==> src/rtl/mem_arb_pkg.sv <==
// Shared types and constants for the data-bus arbiter and the memory controller
// that decodes the same address map.
package mem_arb_pkg;

    typedef enum logic {
        IDLE   = 1'b0,
        ACCESS = 1'b1
    } state_t;

    typedef logic master_id_t;

    localparam logic [31:0] ERR_DATA_DEFAULT = 32'hDEADBEEF;

    // Address map seen by the memory controller behind the arbiter.
    localparam logic [31:0] RAM_BASE = 32'h0000_0000;
    localparam logic [31:0] RAM_SIZE = 32'h0000_0100;
    localparam logic [31:0] LED_ADDR = 32'h0000_0100;
    localparam logic [31:0] SW_ADDR  = 32'h0000_0104;

    // Two-way round robin: a lone requester wins, on contention the master
    // that was not served last wins.
    function automatic master_id_t rr_pick(input logic req0, input logic req1,
                                           input master_id_t last_served);
        master_id_t pick;
        if (req0 && req1) begin
            pick = ~last_served;
        end else if (req1) begin
            pick = 1'b1;
        end else begin
            pick = 1'b0;
        end
        return pick;
    endfunction

endpackage

==> src/rtl/mem_arb_rr.sv <==
// Two-way round-robin picker; remembers which master completed last so the
// other one wins the next contention.
module mem_arb_rr
    import mem_arb_pkg::*;
(
    input  logic clk,
    input  logic rst,
    input  logic req0,
    input  logic req1,
    input  logic upd_en,
    input  logic upd_id,
    output logic gnt_vld,
    output logic gnt_id
);

    master_id_t last_served;

    always_comb begin
        gnt_vld = req0 | req1;
        gnt_id  = rr_pick(req0, req1, last_served);
    end

    // Starts at 1 so master 0 wins the very first contention.
    always_ff @(posedge clk) begin
        if (rst) begin
            last_served <= 1'b1;
        end else if (upd_en) begin
            last_served <= upd_id;
        end
    end

endmodule

==> src/rtl/mem_bus_arbiter.sv <==
// Shares the data-memory/peripheral bus between the CPU (master 0) and the
// loader/DMA port (master 1): one transaction at a time, with slave timeout.
module mem_bus_arbiter
    import mem_arb_pkg::*;
#(
    parameter int                ADDR_W   = 32,
    parameter int                DATA_W   = 32,
    parameter int                TIMEOUT  = 16,
    parameter logic [DATA_W-1:0] ERR_DATA = DATA_W'(ERR_DATA_DEFAULT)
) (
    input  logic              clk,
    input  logic              rst,

    input  logic              m0_req,
    input  logic              m0_we,
    input  logic [ADDR_W-1:0] m0_addr,
    input  logic [DATA_W-1:0] m0_wdata,
    output logic              m0_done,
    output logic [DATA_W-1:0] m0_rdata,
    output logic              m0_err,

    input  logic              m1_req,
    input  logic              m1_we,
    input  logic [ADDR_W-1:0] m1_addr,
    input  logic [DATA_W-1:0] m1_wdata,
    output logic              m1_done,
    output logic [DATA_W-1:0] m1_rdata,
    output logic              m1_err,

    output logic              bus_en,
    output logic              bus_we,
    output logic [ADDR_W-1:0] bus_addr,
    output logic [DATA_W-1:0] bus_wdata,
    input  logic [DATA_W-1:0] bus_rdata,
    input  logic              bus_ready,

    output logic              busy,
    output logic              grant_id
);

    // TIMEOUT must be at least 2 so the counter has a nonzero terminal value.
    localparam int              CNT_W   = (TIMEOUT > 2) ? $clog2(TIMEOUT) : 1;
    localparam logic [CNT_W-1:0] CNT_MAX = CNT_W'(TIMEOUT - 1);

    state_t            state;
    logic [CNT_W-1:0]  cnt;

    logic              elig0;
    logic              elig1;
    logic              pick_vld;
    logic              pick_id;

    logic              fin_ok;
    logic              fin_to;
    logic              fin;
    logic [DATA_W-1:0] resp_data;

    // A master whose done is pulsing has already been served; its req is stale.
    assign elig0 = m0_req & ~m0_done;
    assign elig1 = m1_req & ~m1_done;

    mem_arb_rr u_rr (
        .clk     (clk),
        .rst     (rst),
        .req0    (elig0),
        .req1    (elig1),
        .upd_en  (fin),
        .upd_id  (grant_id),
        .gnt_vld (pick_vld),
        .gnt_id  (pick_id)
    );

    always_comb begin
        fin_ok = (state == ACCESS) && bus_ready;
        fin_to = (state == ACCESS) && !bus_ready && (cnt == CNT_MAX);
        fin    = fin_ok | fin_to;
        if (bus_we) begin
            resp_data = '0;
        end else if (bus_ready) begin
            resp_data = bus_rdata;
        end else begin
            resp_data = ERR_DATA;
        end
    end

    assign busy = (state != IDLE);

    always_ff @(posedge clk) begin
        if (rst) begin
            state     <= IDLE;
            cnt       <= '0;
            grant_id  <= 1'b0;
            bus_en    <= 1'b0;
            bus_we    <= 1'b0;
            bus_addr  <= '0;
            bus_wdata <= '0;
            m0_done   <= 1'b0;
            m0_rdata  <= '0;
            m0_err    <= 1'b0;
            m1_done   <= 1'b0;
            m1_rdata  <= '0;
            m1_err    <= 1'b0;
        end else begin
            m0_done <= 1'b0;
            m1_done <= 1'b0;
            unique case (state)
                IDLE: begin
                    if (pick_vld) begin
                        grant_id <= pick_id;
                        bus_en   <= 1'b1;
                        cnt      <= '0;
                        state    <= ACCESS;
                        if (pick_id) begin
                            bus_we    <= m1_we;
                            bus_addr  <= m1_addr;
                            bus_wdata <= m1_wdata;
                        end else begin
                            bus_we    <= m0_we;
                            bus_addr  <= m0_addr;
                            bus_wdata <= m0_wdata;
                        end
                    end
                end
                ACCESS: begin
                    if (fin) begin
                        // Response goes only to the owner; the other master's
                        // rdata/err keep their last value.
                        bus_en <= 1'b0;
                        state  <= IDLE;
                        if (grant_id) begin
                            m1_done  <= 1'b1;
                            m1_rdata <= resp_data;
                            m1_err   <= fin_to;
                        end else begin
                            m0_done  <= 1'b1;
                            m0_rdata <= resp_data;
                            m0_err   <= fin_to;
                        end
                    end else begin
                        cnt <= cnt + 1'b1;
                    end
                end
                default: begin
                    state  <= IDLE;
                    bus_en <= 1'b0;
                end
            endcase
        end
    end

endmodule

==> config.mk <==
export PLATFORM = sky130hd
export DESIGN_NAME = mem_bus_arbiter
export DESIGN_NICKNAME = d
export VERILOG_FILES = /design/src/rtl/mem_arb_pkg.sv /design/src/rtl/mem_arb_rr.sv /design/src/rtl/mem_bus_arbiter.sv
export SDC_FILE = /design/constraint.sdc
export NUM_CORES = 1
export LEC_CHECK = 0
export ABC_AREA = 1
export BUFFER_PORTS_ARGS = -buffer_cell sky130_fd_sc_hd__buf_4
export CORE_MARGIN = 2
export CORE_UTILIZATION = 27
export CTS_CLUSTER_SIZE = 14
export DETAILED_ROUTE_END_ITERATION = 8
export GPL_TIMING_DRIVEN = 0
export SYNTH_ARGS = -nofsm -noshare
export SYNTH_HDL_FRONTEND = slang
export SYNTH_SLANG_ARGS = --single-unit
==> constraint.sdc <==
create_clock -name clk -period 2.5 [get_ports clk]
set_clock_uncertainty 0.15 [all_clocks]
set_input_delay 0.25 -clock clk [delete_from_list [all_inputs] [get_ports clk]]
set_output_delay 0.25 -clock clk [all_outputs]
set_load 0.1 [all_outputs]
==> results of run 1 <==
[cell usage after synthesis (2+ instances only)]
| library cell | instances |
|---|---|
| a21oi_1 | 25 |
| buf_1 | 6 |
| buf_2 | 18 |
| buf_4 | 3 |
| buf_6 | 13 |
| clkbuf_1 | 23 |
| clkbuf_2 | 2 |
| dfxtp_1 | 141 |
| inv_1 | 104 |
| nand2_1 | 266 |
| nand3_1 | 127 |
| nand3_2 | 2 |
| nor2_1 | 186 |
| o21ai_0 | 29 |
| o21ai_1 | 29 |
[metal layers]
layer	up-vias	track usage, %	wire length (um)
met2	319	34.87	12060
li1	3941	-	-
met1	3475	23.63	10520
met5	-	0	0
met4	0	7.851	619
met3	35	6.342	2343
[power by group through the flow]
stage	combinational, mW	clock, mW	sequential (mW)
final	2.76	2.37	2.53
after global routing	2.94	2.51	2.55
after CTS	2.76	2.41	2.53
after detailed placement	2.52	0	2.57
after global placement	2.52	0	2.57
after floorplan	0.630	0	3.75
[kinds of logic (layout without fill, tap and decap cells)]
kind of cell | count (synthesis) | after routing | share of synthesized area [%]
flops | 141 | 141 | 43.90
simple gates | 586 | 586 | 37.13
fa+ha+maj | 1 | 1 | 0.1946
compound gates | 85 | 85 | 6.713
buf+inv | 171 | 633 | 12.06
[critical path: stages (launching register included)]
cell and delay (ns):
dfxtp_1 0.32, inv_1 0.05, nand2_1 0.08, nand2_1 0.12
nand2_2 0.12, inv_1 0.13, buf_2 0.30, buf_6 0.20
nand3_1 0.09, dlygate4sd3_1 0.56, nand2_1 0.07, inv_1 0.03
[sequential cells by signal, indices dropped and copies added, names as in the netlist, 4 cells and up]
| name | flops |
|---|---|
| bus_wdata | 32 |
| cnt | 4 |
| m0_rdata | 32 |
| m1_rdata | 32 |
| bus_addr | 32 |
[what timing repair did]
action	in CTS	in global routing
setup endpoints to repair	0	10
hold buffers	130	0
buffers inserted	0	0
hold endpoints to repair	75	0
resized for setup	0	9
[layout by cell type, fill, tap and decap left out, types with 13 or more instances in the layout]
cell type	count
a21oi_1	25
buf_2	17
buf_4	304
buf_6	13
clkbuf_1	20
clkbuf_16	17
dfxtp_1	141
dlygate4sd3_1	130
inv_1	104
nand2_1	266
nand3_1	127
nor2_1	186
o21ai_0	29
o21ai_1	29
[final timing paths]
| kind | from | endpoint | cells after the start |
|---|---|---|---|
| max | m1_done | bus_addr[23] | 11 |
| min | m0_addr[1] | bus_addr[1] | 5 |
| max reg2reg | m1_done | bus_addr[23] | 11 |
| min reg2reg | m0_err | m0_err | 2 |
[area by class of cell]
| cell class | count | area, um2 | share of cell area (%) |
|---|---|---|---|
| inverter | 106 | 397.9 | 3.640 |
| sequential | 141 | 2823 | 25.82 |
| timing repair buffer | 431 | 3561 | 32.58 |
| clock inverter | 12 | 90.09 | 0.8242 |
| clock buffer | 20 | 446.7 | 4.087 |
| multi-input combinational | 672 | 2831 | 25.90 |
| tap | 319 | 399.1 | 3.652 |
| buffer | 64 | 381.6 | 3.491 |
[per-stage QoR]
| stage | cell area (um2) | instances | setup slack [ns] |
|---|---|---|---|
| 6_report | 10930 | 1765 | 0.1933 |
| 5_1_grt | 10930 | 1765 | 0.002852 |
| 4_1_cts | 10930 | 1766 | 0.1516 |
| 3_5_place_dp | 9089 | 1604 | 0.6342 |
| 3_3_place_gp | 9089 | 1604 | 0.6349 |
| 2_1_floorplan | 6430 | 984 | 0.2906 |
==> results.ini, run 1 <==
[floorplan]
coreArea_um2 = 23400
start_util_pct = 27.48
fp-row-count = 56
die_y_um = 158.3
die_x_um = 158.3
ioPinCount = 303
dieArea_um2 = 25070

[cells_and_area]
final_nets = 1601
final_core_utilization_pct = 46.71
final_layout_size_suffix_gt1_share_pct = 26.14
fillers = 2423
num_antenna_cells = 0
area_delta_synth_final_pct = 69.99

[yosys]
netlist_area_um2 = 6430
yosysWarnings = 0
synthArstFlopShare_pct = 0
synth_seq_area_share_pct = 43.90
ys_ff_latch = 141
synth_edf_count = 0
netlist_instances = 984
synthTopCellsByArea = dfxtp_1, nand2_1, nor2_1, nand3_1, inv_1
yosysUniqueCellTypes = 25
synth_nets = 1152
synth_top_area_cell = dfxtp_1
synth_top_area_share_pct = 43.90
synth-main-ff-cell = dfxtp_1
avgSynthCellArea_um2 = 6.534

[clock_network]
htree_levels = 4
cts.sinks = 141
clock_latency_ns = 0.41
clk_pin_slew_ns = 0.06
cts_tree = yes
cts_buffers = 17
cts_buffer_depth = 2
cts-root-buf = clkbuf_16

[detailed_routing]
drt-total-wl_mm = 25.55
post_drt_via_cell_ratio = 4.402
wl_per_cell_um = 14.48
ant_nets = 0
firstDrtPassIters = 5
vias = 7770
drc = 0
first_iter_violations = 319

[global_routing]
grt-ovfl-total = 0
grt_pass1_wl_mm = 39.03
grt_max_degree = 17
grt_usage_pct = 20.30
antenna_found_initial = 0
grt_pass1_vias = 7551

[sta]
worst-slew-pin-transition_ns = 0.6005
final_hold_viol_count = 0
fin_crit_sh_pct = 92.27
holdWs_ns = 0.01276
finalSetupTns_ns = 0
max_freq_mhz = 433.5
rsz0062_at_grt = no
final-setup-viol-count = 0
slew-limit-headroom_pct = 59.97
layout_min_cycle_time_ns = 2.307
maxSlewViolCount = 0

[power_and_ir_drop]
power_mw = 7.652
p_leak_nw = 5.658
p_sw_mw = 3.095
ir_worst_vdd_mv = 0.4727
pwr-share-seq_pct = 33.0
intPower_mw = 4.557
switching_share_pct = 40.45
powerDensity_nw_per_um2 = 700.1
clkPwrFrac_pct = 30.9
power_frac_comb_pct = 36.1

[placed_design]
portBuffers = 301
hpwl_mm = 18.76
gp_congestion = 0.8550

[worst_setup_path]
critical_path_peak_fanout = 10
cp.required_ns = 2.66
criticalPathCategory = reg2reg
worstPathArrival_ns = 2.47
worstSetupStartpointType = flip-flop
crit_path_end_kind = flip-flop
r2r_slack_ns = 0.19

[min_path]
hold_class = in2reg

[job]
max-cap-violations = 0

[run_status]
status = completed

Power figures use the tool's default switching activity.
==> run 2, diff against run 1 <==
- ABC_AREA: 1 -> default
==> run 2 against run 1 <==
- clock power barely moved
- worst setup slack better by 0.025 ns
- via count decreased by 13%
- clock-buffer cell count fell by 2
- highest routed layer unchanged
- synthesized area shrank 9.2%
- combinational power shrank 13%
- first-iteration DRC count down 24%
==> results.ini, run 2 <==
[placed_design]
place_area_um2 = 8444  ; -7.1%
portBuffers = 301  ; unchanged
dp.cells = 1325  ; -17%
hpwl_mm = 17.02  ; -9.3%
gp_congestion = 0.8567  ; +0.20%

[clock_network]
cts_buffers = 17  ; unchanged
cts_tree = yes
cts_buffer_depth = 2  ; unchanged
cts_setup_buffers = 0  ; unchanged
cts.sinks = 141  ; unchanged
clk_pin_slew_ns = 0.07  ; about the same
post_cts_resized = 0  ; unchanged
cts-root-buf = clkbuf_16
htree_levels = 4  ; unchanged
clock_latency_ns = 0.41  ; about the same
hold_buffers = 81  ; -38%

[cells_and_area]
final_cell_mix = buf_4, nand2_1, a21oi_1
fillers = 2087  ; -14%
area_delta_synth_final_pct = 67.82
num_antenna_cells = 0  ; unchanged
final_common_cell = buf_4
postLayoutCellArea_um2 = 9802  ; -10%
final_nets = 1318  ; -18%
seq_area_um2 = 2823  ; unchanged
final_layout_size_suffix_gt1_share_pct = 32.53  ; +6.4 points
stdcell_count = 1437  ; -19%
multiInputGateArea_um2 = 2569  ; -9.3%

[detailed_routing]
post_drt_via_cell_ratio = 4.701  ; +6.8%
ant_nets = 0  ; unchanged
vias = 6755  ; -13%
firstDrtPassIters = 5  ; unchanged
drc = 0  ; unchanged
first_iter_violations = 243  ; -24%
wl_per_cell_um = 16.12  ; +11%
drt-total-wl_mm = 23.17  ; -9.3%

[floorplan]
fp-row-count = 53  ; -5.4%
start_util_pct = 27.61  ; +0.13 points
coreArea_um2 = 21150  ; -9.6%
die_x_um = 151.1  ; -4.6%
ioPinCount = 303  ; unchanged
dieArea_um2 = 22820  ; -8.9%
die_y_um = 151.1  ; -4.6%

[sta]
layout_min_cycle_time_ns = 2.282  ; -0.02483 ns
maxSlewViolCount = 0  ; unchanged
final_hold_viol_count = 0  ; unchanged
final-setup-viol-count = 0  ; unchanged
rsz0062_at_grt = no
finalSetupTns_ns = 0  ; unchanged
holdWs_ns = 0.01965  ; +0.006890 ns
fin_crit_sh_pct = 91.28  ; -0.99 points
worst-slew-pin-transition_ns = 0.6209  ; +0.02047 ns
max_freq_mhz = 438.2  ; +1.1%
slew-limit-headroom_pct = 58.60  ; -1.4 points

[worst_setup_path]
reg2reg_depth = 7  ; -4
crit_chain = buf_2 -> a21oi_2 -> buf_4 -> buf_2 -> nor2_1 -> a211oi_1 -> dlygate4sd3_1
worstSetupStartpointType = flip-flop
critical-path-max-stage-delay_ns = 0.59  ; +0.03 ns
r2r-start = busy
cp.required_ns = 2.71  ; +0.05 ns
worstPathArrival_ns = 2.49  ; +0.02 ns
critical_path_peak_fanout = 10  ; unchanged
startpoint = busy
crit_path_end_kind = flip-flop
path_delay_family = buffers and inverters
path_buf_inv = 4  ; -2
slowest_stage = dlygate4sd3_1
criticalPathCategory = reg2reg
r2r_slack_ns = 0.22  ; +0.02 ns
r2r-end = bus_addr[5]
crit_top_cell = buf_2

[power_and_ir_drop]
power_frac_comb_pct = 32.7  ; -3.4 points
ir_worst_vdd_mv = 0.4111  ; -13%
p_leak_nw = 4.469  ; -21%
pwr-share-seq_pct = 34.3  ; +1.3 points
p_sw_mw = 2.837  ; -8.3%
power_mw = 7.284  ; -4.8%
powerDensity_nw_per_um2 = 743.2  ; +6.2%
clkPwrFrac_pct = 32.9  ; +2.0 points
intPower_mw = 4.448  ; -2.4%
switching_share_pct = 38.94  ; -1.5 points

[yosys]
ys_top_cells_by_count = nand2_1, a21oi_1, dfxtp_1, nor2_1, a211oi_1
yosysUniqueCellTypes = 33  ; +32%
netlist_instances = 749  ; -24%
synthTopCellsByArea = dfxtp_1, a21oi_1, nand2_1, a211oi_1, nor2_1
synth_top_area_cell = dfxtp_1
synth_top_area_share_pct = 48.33  ; +4.4 points
avgSynthCellArea_um2 = 7.798  ; +19%
yosysWarnings = 0  ; unchanged
synth_seq_area_share_pct = 48.33  ; +4.4 points
synthArstFlopShare_pct = 0  ; unchanged
synthMostInstantiatedCell = nand2_1
synth_edf_count = 0  ; unchanged
netlist_area_um2 = 5841  ; -9.2%
synth_nets = 917  ; -20%
ys_ff_latch = 141  ; unchanged
synth-main-ff-cell = dfxtp_1

[run_status]
status = completed

[global_routing]
grt_max_degree = 17  ; unchanged
antenna_found_initial = 0  ; unchanged
grt_usage_pct = 20.05  ; -0.26 points
grt_pass1_wl_mm = 35.56  ; -8.9%
grt_pass1_vias = 6751  ; -11%
grt-ovfl-total = 0  ; unchanged

[min_path]
hp-start = m1_addr[12]
hold_class = in2reg
hold_end = bus_addr[12]
whs_path_depth = 3  ; -2

[job]
max-cap-violations = 0  ; unchanged

==> run 2: cell families (layout without fill, tap and decap cells) <==
logic type | after synthesis | in the layout | synth area share [%]
adders and majority gates | 1 | 1 | 0.2142
buffers and inverters | 90 | 503 | 7.691
and+or+nand+nor | 287 | 287 | 20.54
AOI/OAI and AO/OA | 230 | 230 | 23.22
DFF | 141 | 141 | 48.33
==> run 2: power by group through the flow <==
stage          logic [mW]  registers (mW)  clock network, mW
5_1_grt              2.52            2.52               2.55
2_1_floorplan       0.517            3.65                  0
4_1_cts              2.39            2.50               2.45
3_5_place_dp         2.27            2.55                  0
3_3_place_gp         2.27            2.54                  0
6_report             2.39            2.50               2.40
==> run 2: worst max path at each step <==
stage | slack, ns | endpoint | depth (start not counted)
finish | 0.22 | bus_addr[5] | 7
global route | 0.06 | bus_addr[5] | 7
CTS | 0.26 | bus_wdata[16] | 7
detailed placement | 0.27 | m1_done | 4
global placement | 0.21 | m1_done | 4
floorplan | 0.33 | bus_addr[0] | 6
==> run 2: metrics by stage <==
stage | setup slack, ns | utilization (%)
final | 0.2181 | 46.34
after global routing | 0.05643 | 46.34
after CTS | 0.2596 | 46.34
after detailed placement | 0.2703 | 39.92
after global placement | 0.2124 | 39.92
after floorplan | 0.3304 | -
==> run 2: layout make-up <==
cell class,count,area share (%)
repair buffers,382,31.32
flip-flops and latches,141,28.80
multi-input cells,518,26.21
clock buffers,18,4.378
plain buffers,66,3.664
well taps,275,3.510
clock inverters,13,1.200
inverters,24,0.9191
==> run 2: layer usage <==
| layer | global-route usage, % | share of wire, % |
|---|---|---|
| met5 | 0 | 0 |
| met4 | 6.729 | 2.3 |
| met3 | 5.602 | 7.1 |
| met2 | 33.91 | 49 |
| met1 | 24.56 | 42 |
==> run 2: worst reg2reg max path: cells and delay by family, from the launching register on <==
family                 cells  cell delay (ns)
AND/OR/NAND/NOR            1             0.07
flip-flops                 1             0.33
buffers and inverters      4             1.25
AO/OA/AOI/OAI              2             0.43
==> run 3, diff against run 2 <==
- CORE_UTILIZATION: 27 -> 40
- HOLD_SLACK_MARGIN: default -> 0.05
- PLACE_DENSITY: default -> 0.72
- SLEW_MARGIN: default -> 40
==> run 3 against run 2 <==
- wire length rose by 4.2%
- via count rose by 6.9%
- die area fell by 32%
- clock power rose by 8.8%
- final cell count fell by 2.2%
- power rose by 5.3%
- worst setup slack got worse by 0.19 ns
- register-to-register slack got worse by 0.19 ns
- critical path type unchanged
- critical endpoint is now bus_wdata[23]
- largest power group is now the clock network
- highest routed layer unchanged
==> results.ini, run 3 (synthesis gave the netlist of run 2 again) <==
[detailed_routing]
wl_met3_mm = 1.565  ; -4.7%
drt-total-wl_mm = 24.14  ; +4.2%
drt-met1-wl_mm = 9.819  ; +0.74%
wl_per_cell_um = 17.17  ; +6.5%
post_drt_via_cell_ratio = 5.134  ; +9.2%
wl_met2_mm = 11.56  ; +2.8%
first_iter_violations = 426  ; +75%
maxUsedRoutingLayer = met4
vias = 7219  ; +6.9%
ant_nets = 0  ; unchanged
firstDrtPassIters = 5  ; unchanged
drc = 0  ; unchanged

[placed_design]
dp_slack_ns = 0.4526  ; +0.1823 ns
dp.cells = 1234  ; -6.9%
gp_congestion = 0.9459  ; +10%
hpwl_mm = 16.10  ; -5.4%
portBuffers = 301  ; unchanged
place_area_um2 = 8330  ; -1.3%

[floorplan]
fp-row-count = 44  ; -17%
die_x_um = 124.8  ; -17%
ioPinCount = 303  ; unchanged
coreArea_um2 = 14420  ; -32%
die_y_um = 124.8  ; -17%
dieArea_um2 = 15580  ; -32%
start_util_pct = 40.49  ; +13 points

[cells_and_area]
final_common_cell = buf_4
final_layout_size_suffix_gt1_share_pct = 30.93  ; -1.6 points
seq_area_um2 = 2823  ; unchanged
multiInputGateArea_um2 = 2569  ; unchanged
postLayoutCellArea_um2 = 10340  ; +5.5%
final_nets = 1378  ; +4.6%
stdcell_count = 1406  ; -2.2%
final_cell_mix = buf_4, nand2_1, a21oi_1
fillers = 1122  ; -46%
area_delta_synth_final_pct = 77.06
num_antenna_cells = 0  ; unchanged
final_core_utilization_pct = 71.70  ; +25 points

[job]
max-cap-violations = 0  ; unchanged

[worst_setup_path]
worstPathArrival_ns = 2.68  ; +0.19 ns
path_delay_family = buffers and inverters
worstSetupStartpointType = flip-flop
path_buf_inv = 3  ; -1
cp.required_ns = 2.70  ; about the same
criticalPathCategory = reg2reg
r2r_slack_ns = 0.02  ; -0.19 ns
critical-path-max-stage-delay_ns = 0.63  ; +0.04 ns
slowest_stage = dlygate4sd3_1
crit_path_end_kind = flip-flop
critical_path_peak_fanout = 10  ; unchanged
crit_chain = nand2b_2 -> a21oi_2 -> buf_4 -> buf_2 -> nor2_1 -> a211oi_1 -> dlygate4sd3_1

[sta]
setup_slack_ns = 0.02333  ; -0.1948 ns
layout_min_cycle_time_ns = 2.477  ; +0.1948 ns
worst-slew-pin-transition_ns = 0.5664  ; -0.05457 ns
finalSetupTns_ns = 0  ; unchanged
final_hold_viol_count = 0  ; unchanged
fin_crit_sh_pct = 99.07  ; +7.8 points
maxSlewViolCount = 0  ; unchanged
slew-limit-headroom_pct = 62.24  ; +3.6 points
final-setup-viol-count = 0  ; unchanged
rsz0062_at_grt = no
max_freq_mhz = 403.8  ; -7.9%

[clock_network]
htree_levels = 4  ; unchanged
cts_setup_buffers = 0  ; unchanged
clock_latency_ns = 0.42  ; about the same
cts_buffers = 17  ; unchanged
clk_pin_slew_ns = 0.06  ; about the same
cts-root-buf = clkbuf_16
cts_tree = yes
cts.sinks = 141  ; unchanged
post_cts_resized = 0  ; unchanged
cts_buffer_depth = 2  ; unchanged

[power_and_ir_drop]
p_leak_nw = 4.814  ; +7.7%
powerDensity_nw_per_um2 = 741.6  ; -0.21%
ir_worst_vdd_mv = 0.5195  ; +26%

[global_routing]
grt_pass1_vias = 7389  ; +9.5%
antenna_found_initial = 0  ; unchanged
grt-ovfl-total = 0  ; unchanged
grt_max_degree = 17  ; unchanged
grt_usage_pct = 30.00  ; +10 points
grt_pass1_wl_mm = 37.80  ; +6.3%

[min_path]
hold_class = in2reg

[run_status]
status = completed

run 3: path summary, 6_finish.rpt:
| path | start | endpoint | cells past startpoint |
|---|---|---|---|
| max reg2reg | m1_done | bus_wdata[23] | 7 |
| min reg2reg | m0_rdata[16] | m0_rdata[16] | 2 |
| min | bus_rdata[3] | m0_rdata[3] | 5 |
| max | m1_done | bus_wdata[23] | 7 |
run 3: through the flow:
step / power [mW] / hold slack (ns)
detailed placement: 4.801 / 0.2984
finish: 7.669 / 0.06277
global route: 7.920 / 0.06995
floorplan: 4.164 / 0.2230
global placement: 4.790 / 0.2927
CTS: 7.611 / 0.05033
run 3: power breakdown:
group	internal (mW)	leakage, nW	switching, mW
registers	2.41	1.16	0.0962
clock network	1.61	0.280	0.997
logic	0.792	3.38	1.77
total	4.81	4.81	2.86
run 3: tightest hold or removal path, delay by kind of cell:
kind / cells / cell delay [ns]
AOI/OAI and AO/OA: 2 / 0.12
buffers and inverters: 2 / 0.16
and+or+nand+nor: 1 / 0.06
run 3: cell type report:
| type | count | area share (%) |
|---|---|---|
| buffer | 66 | 3.472 |
| clock buffer | 20 | 4.416 |
| clock inverter | 11 | 1.379 |
| inverter | 24 | 0.8711 |
| multi-input combinational | 518 | 24.84 |
| sequential | 141 | 27.30 |
| tap | 184 | 2.226 |
| timing repair buffer | 442 | 35.50 |
run 3: timing repair:
item                       4_1_cts  5_1_grt
hold buffers                   141        0
setup endpoints to repair        0        0
hold endpoints to repair        90        0
run 3: per-layer routing:
| layer | vias to the layer above | track usage [%] |
|---|---|---|
| li1 | 3447 | - |
| met1 | 3352 | 35.18 |
| met2 | 330 | 50.53 |
| met3 | 90 | 6.959 |
| met4 | 0 | 16.73 |
| met5 | - | 0 |
